$ cat config.mk
export PLATFORM = sky130hd
export DESIGN_NAME = ahb_serial_dump
export DESIGN_NICKNAME = d
export VERILOG_FILES = /design/src/rtl/ahb_serial_dump.sv
export SDC_FILE = /design/constraint.sdc
export NUM_CORES = 1
export LEC_CHECK = 0
export BUFFER_PORTS_ARGS = -buffer_cell sky130_fd_sc_hd__buf_2
export CORE_ASPECT_RATIO = 1.1
export CORE_MARGIN = 4
export CORE_UTILIZATION = 50
export CTS_CLUSTER_DIAMETER = 120
export DETAILED_ROUTE_END_ITERATION = 7
export GPL_ROUTABILITY_DRIVEN = 0
export PLACE_DENSITY = 0.75
export SYNTH_ARGS = -nofsm -noshare
export SYNTH_HDL_FRONTEND = slang
export SYNTH_SLANG_ARGS = --single-unit
$ cat constraint.sdc
create_clock -name HCLK -period 3.4 [get_ports HCLK]
set_input_delay 0.51 -clock HCLK [delete_from_list [all_inputs] [get_ports HCLK]]
set_output_delay 0.51 -clock HCLK [all_outputs]
set_load 0.01 [all_outputs]
$ cat src/rtl/ahb_serial_dump.sv
// AHB-Lite single-transfer read master that streams a block of memory words
// MSB-first over a framed SCK/SDO/SFRAME link, with one word of read-ahead.
module ahb_serial_dump #(
  parameter int unsigned CLK_DIV  = 4,
  parameter logic [31:0] ERR_WORD = 32'hBAD0_BAD0
) (
  input  logic        HCLK,
  input  logic        HRESET,
  input  logic        START,
  input  logic [15:0] BASE_ADDR,
  input  logic [15:0] WORD_CNT,
  output logic        BUSY,
  output logic        DONE,
  output logic        ERR,
  output logic [31:0] HADDR,
  output logic [1:0]  HTRANS,
  output logic        HWRITE,
  output logic [31:0] HWDATA,
  output logic [2:0]  HSIZE,
  output logic [2:0]  HBURST,
  output logic [3:0]  HPROT,
  output logic        HMASTLOCK,
  input  logic [31:0] HRDATA,
  input  logic        HREADY,
  input  logic        HRESP,
  output logic        SCK,
  output logic        SDO,
  output logic        SFRAME
);
  localparam int unsigned   PW      = (CLK_DIV > 2) ? $clog2(CLK_DIV) : 1;
  localparam logic [PW-1:0] PH_LAST = PW'(CLK_DIV - 1);
  localparam logic [PW-1:0] PH_RISE = PW'(CLK_DIV / 2 - 1);

  typedef enum logic [1:0] {F_IDLE, F_ADDR, F_DATA} f_state_t;
  typedef enum logic [1:0] {S_IDLE, S_SHIFT, S_GAP} s_state_t;

  f_state_t      f_q, f_d;
  s_state_t      s_q, s_d;
  logic          active_q, active_d;
  logic          done_q, done_d;
  logic          err_q, err_d;
  logic [15:0]   idx_q, idx_d;
  logic [15:0]   words_q, words_d;
  logic          nonseq_q, nonseq_d;
  logic [15:0]   hidx_q, hidx_d;
  logic [31:0]   buf_q, buf_d;
  logic          buf_valid_q, buf_valid_d;
  logic [31:0]   sh_q, sh_d;
  logic [4:0]    bit_q, bit_d;
  logic [PW-1:0] ph_q, ph_d;
  logic          sck_q, sck_d;
  logic          sframe_q, sframe_d;
  logic          start_ok_s;
  logic          load_s;

  // Next-state logic for control, fetcher, shifter and completion.
  always_comb begin
    f_d         = f_q;
    s_d         = s_q;
    active_d    = active_q;
    done_d      = 1'b0;
    err_d       = err_q;
    idx_d       = idx_q;
    words_d     = words_q;
    nonseq_d    = nonseq_q;
    hidx_d      = hidx_q;
    buf_d       = buf_q;
    buf_valid_d = buf_valid_q;
    sh_d        = sh_q;
    bit_d       = bit_q;
    ph_d        = ph_q;
    sck_d       = sck_q;
    sframe_d    = sframe_q;
    load_s      = 1'b0;
    start_ok_s  = START & ~active_q;

    if (start_ok_s) begin
      err_d    = 1'b0;
      idx_d    = BASE_ADDR;
      words_d  = WORD_CNT;
      active_d = (WORD_CNT != 16'd0);
    end else begin
      active_d = active_q;
    end

    // A fresh START launches its first address phase directly from the inputs.
    case (f_q)
      F_IDLE: begin
        if (start_ok_s && (WORD_CNT != 16'd0)) begin
          f_d      = F_ADDR;
          nonseq_d = 1'b1;
          hidx_d   = BASE_ADDR;
        end else if (active_q && (words_q != 16'd0) && !buf_valid_q) begin
          f_d      = F_ADDR;
          nonseq_d = 1'b1;
          hidx_d   = idx_q;
        end else begin
          f_d = F_IDLE;
        end
      end
      F_ADDR: begin
        if (HREADY) begin
          f_d      = F_DATA;
          nonseq_d = 1'b0;
        end else begin
          f_d = F_ADDR;
        end
      end
      F_DATA: begin
        if (HREADY) begin
          buf_d       = HRESP ? ERR_WORD : HRDATA;
          err_d       = err_q | HRESP;
          buf_valid_d = 1'b1;
          idx_d       = idx_q + 16'd1;
          words_d     = words_q - 16'd1;
          f_d         = F_IDLE;
        end else begin
          f_d = F_DATA;
        end
      end
      default: begin
        f_d      = F_IDLE;
        nonseq_d = 1'b0;
      end
    endcase

    case (s_q)
      S_IDLE: begin
        load_s = buf_valid_q;
      end
      S_SHIFT: begin
        if (ph_q == PH_LAST) begin
          ph_d  = '0;
          sck_d = 1'b0;
          if (bit_q == 5'd31) begin
            sframe_d = 1'b0;
            sh_d     = 32'd0;
            s_d      = S_GAP;
          end else begin
            bit_d = bit_q + 5'd1;
            sh_d  = {sh_q[30:0], 1'b0};
          end
        end else begin
          ph_d  = ph_q + PW'(1);
          sck_d = (ph_q == PH_RISE) ? 1'b1 : sck_q;
        end
      end
      S_GAP: begin
        if (ph_q == PH_LAST) begin
          ph_d   = '0;
          s_d    = S_IDLE;
          load_s = buf_valid_q;
        end else begin
          ph_d = ph_q + PW'(1);
        end
      end
      default: begin
        s_d      = S_IDLE;
        sck_d    = 1'b0;
        sframe_d = 1'b0;
      end
    endcase

    // Gap end chains straight into the next frame so frames sit CLK_DIV apart.
    if (load_s) begin
      sh_d        = buf_q;
      buf_valid_d = 1'b0;
      sframe_d    = 1'b1;
      sck_d       = 1'b0;
      ph_d        = '0;
      bit_d       = 5'd0;
      s_d         = S_SHIFT;
    end else begin
      buf_valid_d = buf_valid_d;
    end

    if (start_ok_s) begin
      done_d = (WORD_CNT == 16'd0);
    end else if (active_q && (words_d == 16'd0) && (f_d == F_IDLE) &&
                 !buf_valid_d && (s_d == S_IDLE)) begin
      done_d   = 1'b1;
      active_d = 1'b0;
    end else begin
      done_d = 1'b0;
    end
  end

  // State register with synchronous reset.
  always_ff @(posedge HCLK) begin
    if (HRESET) begin
      f_q         <= F_IDLE;
      s_q         <= S_IDLE;
      active_q    <= 1'b0;
      done_q      <= 1'b0;
      err_q       <= 1'b0;
      idx_q       <= 16'd0;
      words_q     <= 16'd0;
      nonseq_q    <= 1'b0;
      hidx_q      <= 16'd0;
      buf_q       <= 32'd0;
      buf_valid_q <= 1'b0;
      sh_q        <= 32'd0;
      bit_q       <= 5'd0;
      ph_q        <= '0;
      sck_q       <= 1'b0;
      sframe_q    <= 1'b0;
    end else begin
      f_q         <= f_d;
      s_q         <= s_d;
      active_q    <= active_d;
      done_q      <= done_d;
      err_q       <= err_d;
      idx_q       <= idx_d;
      words_q     <= words_d;
      nonseq_q    <= nonseq_d;
      hidx_q      <= hidx_d;
      buf_q       <= buf_d;
      buf_valid_q <= buf_valid_d;
      sh_q        <= sh_d;
      bit_q       <= bit_d;
      ph_q        <= ph_d;
      sck_q       <= sck_d;
      sframe_q    <= sframe_d;
    end
  end

  assign BUSY      = active_q;
  assign DONE      = done_q;
  assign ERR       = err_q;
  assign HADDR     = {8'h00, hidx_q, 2'b00};
  assign HTRANS    = {nonseq_q, 1'b0};
  assign HWRITE    = 1'b0;
  assign HWDATA    = 32'd0;
  assign HSIZE     = 3'b010;
  assign HBURST    = 3'b000;
  assign HPROT     = 4'b0011;
  assign HMASTLOCK = 1'b0;
  assign SCK       = sck_q;
  assign SDO       = sh_q[31];
  assign SFRAME    = sframe_q;

endmodule

==> run metrics <==
status finished, final reports clean; num rows 43; setup_tns 0 ns; Critical Path AT 3.32 ns; Remaining Overflow, GRT 0; top_reg_cell synth dfxtp_1; Max Buffers Root-to-Sink 2; Layout Cells excl Fill 1040; clk_skew 0.00692 ns; share of cells above drive strength 1 0.171; Worst EP required 3.74 ns; clock-pin slew on the worst setup and hold paths 0.06 ns; register bit count reported by yosys 130; die area 15200 um^2; IO Pins 153; largest net degree at the start of global routing 66; Startpoint Class flop; CTS Hold Buffers Added 0; Setup violations, final 0; diode count 0; initial antenna violation count 1; sequential area share after synthesis 0.391; die width 118 um; Hold Path Class in2reg; Post-synth EDFFs 0; Synth area leader dfxtp_1; YS warnings 0; Synth top area share 0.391; wirelength, routed 15800 um; library cells used by synthesis 63; count of pins over their slew limit 0; CTS tree yes; CTS root buffer clkbuf_16; Slew @ Worst Pin 0.643 ns; CTS-repair resized insts 0; Gate Count Post-Synth 811; Port Buffer Count 91; asr flop ratio synth 0; dpl hpwl 10500 um; Post-Place Worst Slack 0.423 ns; MaxCap Viol Count 0; final hold viol count 0; Initial Utilization 0.520; RSZ-0062 raised after global routing false; P_sw 1060 uW; final core utilization 0.590; Gate power share 0.136; Period minus WS final 2.99 ns; post-route cell area 7560 um^2; total CTS buffers 17; Layout area overhead 13.5%; leakage 0.00293 uW; PwrDens 531 nW/um^2; critical path class reg2reg; Tcrit/Tclk final 0.879; P_int 2950 uW; total track usage 0.204; vias in the first global route 5476; Clk Latency, worst-skew pair 0.42 ns; CP Max Fanout 20; syn_area_per_cell 8.21 um^2; Peak VDD IR 279 uV; CTS sink cnt 130; Post-Synthesis Cell Area 6660 um^2; sw frac 0.265; synth cell count leaders 130 x dfxtp_1, 115 x nor2_1, 71 x a21oi_1; Synth area leaders dfxtp_1 39%, buf_4 7.1%, nor2_1 6.5%; Final WS setup 0.413 ns; Clock power frac 0.444; count leader, synth dfxtp_1; DR vias/cell 5.70; f_max 335 MHz; nets@finish 952; DIE HEIGHT 129 um; DP Area 6980 um^2; wire per inst 15.2 um; H-Tree Depth 4; via count 5925; postcts setup bufs 0; Rel. slew slack 0.571; Core ar. 12800 um^2; placed insts 1010; Routed Antenna Nets 0; drt first pass iters 6; # DRC 0; Crit. End Element flop; initial DRC count 499; Seq pwr share 0.420; first-pass GRT wire length 25800 um
-- metrics by stage --
stage / hold WS [ns] / total power, uW
floorplan: 0.431 / 2130
global placement: 0.439 / 2250
detailed placement: 0.444 / 2250
CTS: 0.336 / 4030
global route: 0.369 / 4170
finish: 0.355 / 4010
-- final timing paths --
check	startpoint	endpoint	slack [ns]	depth (start not counted)
max reg2reg	bit_q[0]	DONE	0.41	11
max	bit_q[0]	DONE	0.41	11
min reg2reg	buf_q[3]	buf_q[3]	0.45	2
min	BASE_ADDR[7]	idx_q[7]	0.36	3
-- metal layers --
layer / wire length, um / track usage / up-vias
li1: - / - / 2926
met1: 6780 / 0.257 / 2745
met2: 7680 / 0.339 / 223
met3: 1050 / 0.0498 / 29
met4: 290 / 0.0814 / 2
met5: 7 / 0 / -
-- cells in the final DEF (no fill, tap or decap), types with 3 or more instances in the layout --
master and instances:
a311oi_1 5, ha_1 11, nor2_1 115, clkbuf_8 3, nand2b_1 4, and3_1 9
buf_4 14, clkbuf_16 17, o221ai_1 3, a21oi_1 70, nor3b_1 36, clkinv_2 3
dfxtp_1 130, nand4_1 14, nand3_1 13, a31oi_1 4, buf_2 90, nand3b_1 18
mux2i_1 21, a221oi_1 3, o311a_1 3, and4_1 4, o21ai_0 14, nor2b_1 3
a211oi_1 55, nand2_1 48, a22oi_1 5, nor3_1 39, conb_1 61, nor4_1 12
inv_1 7
-- power groups by stage --
stage / Sequential (uW) / Combinational [uW] / Clock (uW)
CTS: 1680 / 544 / 1810
global route: 1700 / 609 / 1870
detailed placement: 1710 / 539 / 0
floorplan: 1710 / 416 / 0
global placement: 1710 / 533 / 0
finish: 1680 / 546 / 1780
-- critical path, stage by stage (launching register included) --
cell and delay (ns):
dfxtp_1 0.37, ha_1 0.18, and3_1 0.16, ha_1 0.18, buf_4 0.25, nand3b_1 0.13, a21bo_2 0.24, a221oi_1 0.28
and4_1 0.25, nand4_1 0.09, or4_1 0.56, a211oi_2 0.22
-- registers in the layout, indices dropped and copies added, names as in the netlist, 2 cells and up --
signal   cells
s_q          2
f_q          2
words_q     16
idx_q       16
buf_q       32
bit_q        5
ph_q         2
sh_q        32
hidx_q      16
-- logic make-up after synthesis --
family,synth area share
DFF,0.391
and+or+nand+nor,0.264
buffers and inverters,0.110
adders and majority gates,0.0207
AOI/OAI and AO/OA,0.176
xor gates and xnor gates,0.00395
other,0.00113
muxes,0.0333
-- final cells by class --
class,instances,area (um^2)
multi-input cells,611,3580
flip-flops and latches,130,2600
inverters,7,26.3
clock inverters,9,108
repair buffers,105,576
clock buffers,21,470
well taps,157,196
fillers,1161,5250
Power figures use the tool's default switching activity.
